===== src/rtl/cv_pkg.sv =====
// Shared types and sizing helpers for the convolution pipeline (window generator and
// downstream kernel stages).
package cv_pkg;

  // Window element r*KernelWidth+c holds row r (0 = oldest line) and column c
  // (0 = leftmost); element KernelArea-1 is therefore the newest pixel.
  localparam bit WindowOldestRowFirst = 1'b1;

  localparam int unsigned DefKernelWidth = 3;
  localparam int unsigned DefWidthIn     = 1;

  function automatic int unsigned kernel_area(input int unsigned kernel_width);
    return kernel_width * kernel_width;
  endfunction

  // Accumulator width needed to sum a full window without overflow.
  function automatic int unsigned acc_width(input int unsigned width_in,
                                            input int unsigned kernel_width);
    return width_in + $clog2(kernel_area(kernel_width));
  endfunction

  // Default-sized window; users with other parameters declare the same shape locally.
  typedef logic [kernel_area(DefKernelWidth)-1:0][DefWidthIn-1:0] window_t;

endpackage


===== src/rtl/line_buffer.sv =====
// One image line of history: circular buffer addressed by the column counter.
// Reading returns the contents from before this edge's write (read-before-write).
module line_buffer #(
  parameter int unsigned Depth = 160,
  parameter int unsigned Width = 1,
  localparam int unsigned AddrW = $clog2(Depth)
) (
  input  logic             clk_i,
  input  logic             en_i,
  input  logic [AddrW-1:0] addr_i,
  input  logic [Width-1:0] wdata_i,
  output logic [Width-1:0] rdata_o
);

  logic [Width-1:0] mem [Depth];

  assign rdata_o = mem[addr_i];

  // Contents are never reset; the window counters gate anything stale.
  always_ff @(posedge clk_i) begin
    if (en_i) begin
      mem[addr_i] <= wdata_i;
    end
  end

endmodule


===== src/rtl/window_gen.sv =====
// Streaming sliding-window generator: emits a KernelWidth x KernelWidth window for every
// pixel position where the kernel lies fully inside the frame.
module window_gen
  import cv_pkg::*;
#(
  parameter int unsigned KernelWidth = 3,
  parameter int unsigned WidthIn     = 1,
  parameter int unsigned LineWidth   = 160,
  parameter int unsigned FrameHeight = 120,
  localparam int unsigned KernelArea = kernel_area(KernelWidth)
) (
  input  logic                                 clk_i,
  input  logic                                 rst_ni,
  input  logic                                 valid_i,
  output logic                                 ready_o,
  input  logic [WidthIn-1:0]                   data_i,
  output logic                                 valid_o,
  input  logic                                 ready_i,
  output logic [KernelArea-1:0][WidthIn-1:0]   window_o
);

  localparam int unsigned ColW = $clog2(LineWidth);
  localparam int unsigned RowW = $clog2(FrameHeight);
  localparam logic [ColW-1:0] ColLast  = ColW'(LineWidth - 1);
  localparam logic [RowW-1:0] RowLast  = RowW'(FrameHeight - 1);
  localparam logic [ColW-1:0] ColFirst = ColW'(KernelWidth - 1);
  localparam logic [RowW-1:0] RowFirst = RowW'(KernelWidth - 1);

  typedef logic [KernelArea-1:0][WidthIn-1:0] win_t;

  logic [ColW-1:0]    col_q, col_d;
  logic [RowW-1:0]    row_q, row_d;
  logic               valid_q, valid_d;
  win_t               win_q, win_d;
  logic               accept;
  logic               complete;
  logic [WidthIn-1:0] line_rd [KernelWidth-1];

  assign ready_o  = !valid_q || ready_i;
  assign accept   = valid_i && ready_o;
  assign complete = (row_q >= RowFirst) && (col_q >= ColFirst);
  assign valid_o  = valid_q;
  assign window_o = win_q;

  // Line k holds the pixel from k+1 lines ago; each accept pushes history one line deeper.
  for (genvar k = 0; k < KernelWidth - 1; k++) begin : g_line
    if (k == 0) begin : g_first
      line_buffer #(
        .Depth (LineWidth),
        .Width (WidthIn)
      ) u_line_buffer (
        .clk_i   (clk_i),
        .en_i    (accept),
        .addr_i  (col_q),
        .wdata_i (data_i),
        .rdata_o (line_rd[k])
      );
    end else begin : g_chain
      line_buffer #(
        .Depth (LineWidth),
        .Width (WidthIn)
      ) u_line_buffer (
        .clk_i   (clk_i),
        .en_i    (accept),
        .addr_i  (col_q),
        .wdata_i (line_rd[k-1]),
        .rdata_o (line_rd[k])
      );
    end
  end

  always_comb begin
    col_d = col_q;
    row_d = row_q;
    if (accept) begin
      if (col_q == ColLast) begin
        col_d = '0;
        row_d = (row_q == RowLast) ? '0 : row_q + RowW'(1);
      end else begin
        col_d = col_q + ColW'(1);
      end
    end
  end

  // The shift register doubles as the output register: it only moves on accept, and
  // accept is impossible while a window is stalled.
  always_comb begin
    win_d = win_q;
    if (accept) begin
      for (int r = 0; r < KernelWidth; r++) begin
        for (int c = 0; c < KernelWidth - 1; c++) begin
          win_d[r*KernelWidth + c] = win_q[r*KernelWidth + c + 1];
        end
      end
      for (int r = 0; r < KernelWidth - 1; r++) begin
        win_d[r*KernelWidth + KernelWidth - 1] = line_rd[KernelWidth - 2 - r];
      end
      win_d[KernelArea-1] = data_i;
    end
  end

  always_comb begin
    valid_d = valid_q;
    if (accept) begin
      valid_d = complete;
    end else if (ready_i) begin
      valid_d = 1'b0;
    end
  end

  always_ff @(posedge clk_i or negedge rst_ni) begin
    if (!rst_ni) begin
      col_q   <= '0;
      row_q   <= '0;
      valid_q <= 1'b0;
      win_q   <= '0;
    end else begin
      col_q   <= col_d;
      row_q   <= row_d;
      valid_q <= valid_d;
      win_q   <= win_d;
    end
  end

endmodule


===== config.mk =====
export PLATFORM = sky130hd
export DESIGN_NAME = window_gen
export DESIGN_NICKNAME = d
export VERILOG_FILES = /design/src/rtl/cv_pkg.sv /design/src/rtl/line_buffer.sv /design/src/rtl/window_gen.sv
export SDC_FILE = /design/constraint.sdc
export NUM_CORES = 1
export LEC_CHECK = 0
export BUFFER_PORTS_ARGS = -buffer_cell sky130_fd_sc_hd__buf_2
export CORE_MARGIN = 5
export CORE_UTILIZATION = 57
export CTS_CLUSTER_SIZE = 12
export DETAILED_ROUTE_END_ITERATION = 8
export PLACE_DENSITY = 0.8
export SYNTH_ARGS = -nofsm -noshare
export SYNTH_HDL_FRONTEND = slang
export SYNTH_SLANG_ARGS = --single-unit

===== constraint.sdc =====
create_clock -name clk_i -period 7.8 [get_ports clk_i]
set_input_delay 0.78 -clock clk_i [delete_from_list [all_inputs] [get_ports clk_i]]
set_output_delay 0.78 -clock clk_i [all_outputs]
set_load 0.005 [all_outputs]

==> summary.json <==
{
  "run_status": {"value": "finished clean"},
  "slew_violations": {"value": 0},
  "syn_inst": {"value": 828},
  "synthFlopType": {"value": "edfxtp_1"},
  "yosys_warnings": {"value": 0},
  "initial_core_util": {"value": 57.3, "unit": "%"},
  "max-slew-margin-rel": {"value": 29.5, "unit": "%"},
  "grt_start_max_net_pins": {"value": 97},
  "placeable_area": {"value": 0.0249, "unit": "sq mm"},
  "synth_area": {"value": 0.0143, "unit": "sq mm"},
  "slew_at_the_pin_with_the_worst_max_slew_slack": {"value": 1.06, "unit": "ns"},
  "stdcell_area": {"value": 0.0156, "unit": "sq mm"},
  "syn_area_per_cell": {"value": 17.2, "unit": "sq um"},
  "crit_path_frequent_cell": {"value": "buf_4"},
  "io_pins": {"value": 16},
  "dr_total_vias": {"value": 7647},
  "power_density": {"value": 370, "unit": "mW/mm^2"},
  "max_incr_delay_on_cp": {"value": 1.03, "unit": "ns"},
  "path_clk_slew": {"value": 0.06, "unit": "ns"},
  "drt_iter0_drc": {"value": 961},
  "port_buffers": {"value": 15},
  "critPathRequiredTime": {"value": 7.94, "unit": "ns"},
  "postcts_setup_bufs": {"value": 0},
  "filler_cell_count": {"value": 1643},
  "synth_top_area_share": {"value": 67.3, "unit": "%"},
  "startpoint_type": {"value": "flop"},
  "tritoncts_clock_tree": {"value": "done"},
  "first_global_vias": {"value": 7737},
  "grt_pass1_wl": {"value": 47100, "unit": "microns"},
  "critical_path.endpoint_type": {"value": "flop"},
  "die_area": {"value": 0.0283, "unit": "sq mm"},
  "cp_max_stage_cell": {"value": "dfrtp_4"},
  "final_util": {"value": 62.6, "unit": "%"},
  "cts_max_path_buffers": {"value": 3},
  "cts_inserted_buffers": {"value": 35},
  "cts.root.buffer_cell": {"value": "clkbuf_16"},
  "register_area": {"value": 0.0102, "unit": "sq mm"},
  "cts_repair_resize_count": {"value": 0},
  "timing_worst_setup_path_type": {"value": "flop to flop"},
  "multi_input_comb_area": {"value": 0.00377, "unit": "sq mm"},
  "dp_hpwl": {"value": 17700, "unit": "microns"},
  "total_global_route_track_usage": {"value": 22.3, "unit": "%"},
  "ff2ff_setup_slack": {"value": 3.50, "unit": "ns"},
  "critPathMaxFanout": {"value": 96},
  "ys_types": {"value": 50},
  "ant_nets_after_route": {"value": 0},
  "diodes": {"value": 0},
  "total_length_of_routed_wires": {"value": 31200, "unit": "microns"},
  "drt_pass1_iterations": {"value": 8},
  "die_w": {"value": 168, "unit": "microns"},
  "fin_nets": {"value": 848},
  "clock_sinks": {"value": 345},
  "hold_violations": {"value": 0},
  "post-route-period-util": {"value": 55.2, "unit": "%"},
  "cts_hold_buf": {"value": 0},
  "synth_enable_flop_cells": {"value": 320},
  "irDropWorstVdd": {"value": 0.000294, "unit": "V"},
  "h-tree-depth": {"value": 2},
  "ys_ff_latch": {"value": 345},
  "clk-insertion-delay-late": {"value": 0.52, "unit": "ns"},
  "drt-vias-per-instance": {"value": 6.46},
  "num_rows": {"value": 58},
  "totalPowerFinal": {"value": 5770, "unit": "uW"},
  "startpoint_of_the_lowest_slack_register_to_register_path": {"value": "col_q[0]$_DFFE_PN0P_"},
  "antenna_found_initial": {"value": 0},
  "seq_area_frac_synth": {"value": 71.7, "unit": "%"},
  "avgRoutedWirePerCell": {"value": 26.3, "unit": "microns"},
  "max-cap-violations": {"value": 0},
  "globalRoute.totalOverflow": {"value": 0},
  "placer_s_final_routability_congestion_estimate": {"value": 0.806},
  "cellLeakagePower": {"value": 0.00484, "unit": "uW"},
  "critical_path.reg2reg.endpoint": {"value": "g_line[1].g_chain.u_line_buffer.mem[120]$_DFFE_PP_"},
  "area.growth.synth_to_final": {"value": 9.20, "unit": "%"},
  "placed_area": {"value": 0.0146, "unit": "sq mm"},
  "unrepaired_setup_endpoints_after_global_routing": {"value": "no"},
  "skew": {"value": 0.0173, "unit": "ns"},
  "max_clock_freq": {"value": 232, "unit": "MHz"},
  "r2r.worst_path.cells": {"value": 8},
  "crit_arrival": {"value": 4.44, "unit": "ns"},
  "setup-tns-final": {"value": 0, "unit": "ns"},
  "synth.top_cells.by_area": {"value": "edfxtp_1 (67%), mux4_2 (14%), nor2_1 (4.6%)"},
  "setup_viols_final": {"value": 0},
  "synth_fp_nets": {"value": 839},
  "ordered_cell_list_for_the_critical_path": {"value": "buf_4, mux4_2, mux2i_1, mux2_2, o32ai_1, o2bb2ai_1, a31oi_4, buf_4"},
  "drc_errors": {"value": 0},
  "async_reset_ff_share": {"value": 7.25, "unit": "%"},
  "min_path_type": {"value": "input pin to async pin"},
  "netlist.top_cell.by_area": {"value": "edfxtp_1"},
  "final.min_clock_period": {"value": 4.30, "unit": "ns"},
  "dieHeight": {"value": 168, "unit": "microns"},
  "drive_gt1_share": {"value": 19.7, "unit": "%"}
}
## cells by family after synthesis
group / after synthesis / synth area share (%)
fa+ha+maj: 6 / 0.526
mux: 112 / 15.5
compound gates: 43 / 2.05
buf+inv: 57 / 1.97
flops: 345 / 71.7
simple gates: 258 / 7.82
xor+xnor: 7 / 0.430
## power by group
group / total [uW] / switching [uW] / internal, uW
combinational: 1600 / 974 / 627
clock: 1500 / 647 / 854
sequential: 2670 / 197 / 2470
total: 5770 / 1820 / 3950
## layout by cell type (no fill, tap or decap), types with 3 or more instances in the layout
cell type,n
a31oi_1,4
clkbuf_16,36
buf_4,10
nor2b_1,9
o21ai_0,8
mux4_2,86
xnor2_1,5
dfrtp_1,22
mux2_2,11
a22oi_1,8
a21oi_1,7
inv_1,3
clkbuf_1,12
nand2b_1,6
buf_2,14
and2_1,4
ha_1,6
nor3_1,5
edfxtp_1,320
nand2_1,18
nor2_1,174
clkinv_1,3
nand3_1,22
nand4_1,5
and3_1,3
mux2i_1,15
## through the flow
| step | hold slack (ns) | instances | setup WS [ns] |
|---|---|---|---|
| after floorplan | 0.453 | 828 | 0.139 |
| after global placement | 0.485 | 1130 | 3.50 |
| after detailed placement | 0.483 | 1130 | 3.45 |
| after CTS | 0.283 | 1184 | 3.46 |
| after global routing | 0.318 | 1184 | 3.13 |
| final | 0.272 | 1184 | 3.50 |
## synthesized netlist by cell type (all sizes together), types with 3 or more instances
master / instances
a21oi: 7
a22oi: 8
a31oi: 5
and2: 4
and3: 3
buf: 22
clkbuf: 30
dfrtp: 25
edfxtp: 320
ha: 6
inv: 4
mux2: 11
mux2i: 15
mux4: 86
nand2: 18
nand2b: 6
nand3: 22
nand4: 5
nor2: 174
nor2b: 9
nor3: 5
o21ai: 9
xnor2: 5
## routing by layer
layer	part of all wire (%)	GRT usage, %
met3	11	5.17
met1	36	30.2
met4	4.1	9.00
met2	49	35.8
met5	0	0
## critical path, delay by kind of cell, from the launching register on
family                 cells  cell delay (ns)
AOI/OAI and AO/OA          3             0.52
buffers and inverters      2             1.21
DFF                        1             1.03
muxes                      3             1.08
## flip-flops by register name, summed over array words and instances, names as in the netlist
name	cells
window_o	9
g_line.g_chain.u_line_buffer.mem	160
row_q	7
valid_o	1
g_line.g_first.u_line_buffer.mem	160
col_q	8
## worst max path at each step
stage | depth (start not counted) | end | startpoint | slack [ns]
2_1_floorplan | 8 | g_line[1].g_chain.u_line_buffer.mem[0]$_DFFE_PP_ | col_q[0]$_DFFE_PN0P_ | 0.14
3_3_place_gp | 7 | g_line[1].g_chain.u_line_buffer.mem[68]$_DFFE_PP_ | col_q[0]$_DFFE_PN0P_ | 3.50
3_5_place_dp | 7 | g_line[1].g_chain.u_line_buffer.mem[68]$_DFFE_PP_ | col_q[0]$_DFFE_PN0P_ | 3.45
4_1_cts | 7 | g_line[1].g_chain.u_line_buffer.mem[88]$_DFFE_PP_ | col_q[0]$_DFFE_PN0P_ | 3.46
5_1_grt | 8 | g_line[1].g_chain.u_line_buffer.mem[120]$_DFFE_PP_ | col_q[0]$_DFFE_PN0P_ | 3.13
6_report | 8 | g_line[1].g_chain.u_line_buffer.mem[120]$_DFFE_PP_ | col_q[0]$_DFFE_PN0P_ | 3.50
## area by class of cell
cell class | count | share of cell area [%]
clock inverters | 5 | 0.241
inverters | 5 | 0.120
clock buffers | 49 | 6.16
well taps | 330 | 2.65
repair buffers | 24 | 0.931
multi-input cells | 426 | 24.2
flip-flops and latches | 345 | 65.7
Note: power is estimated with default switching activity, not from simulation.
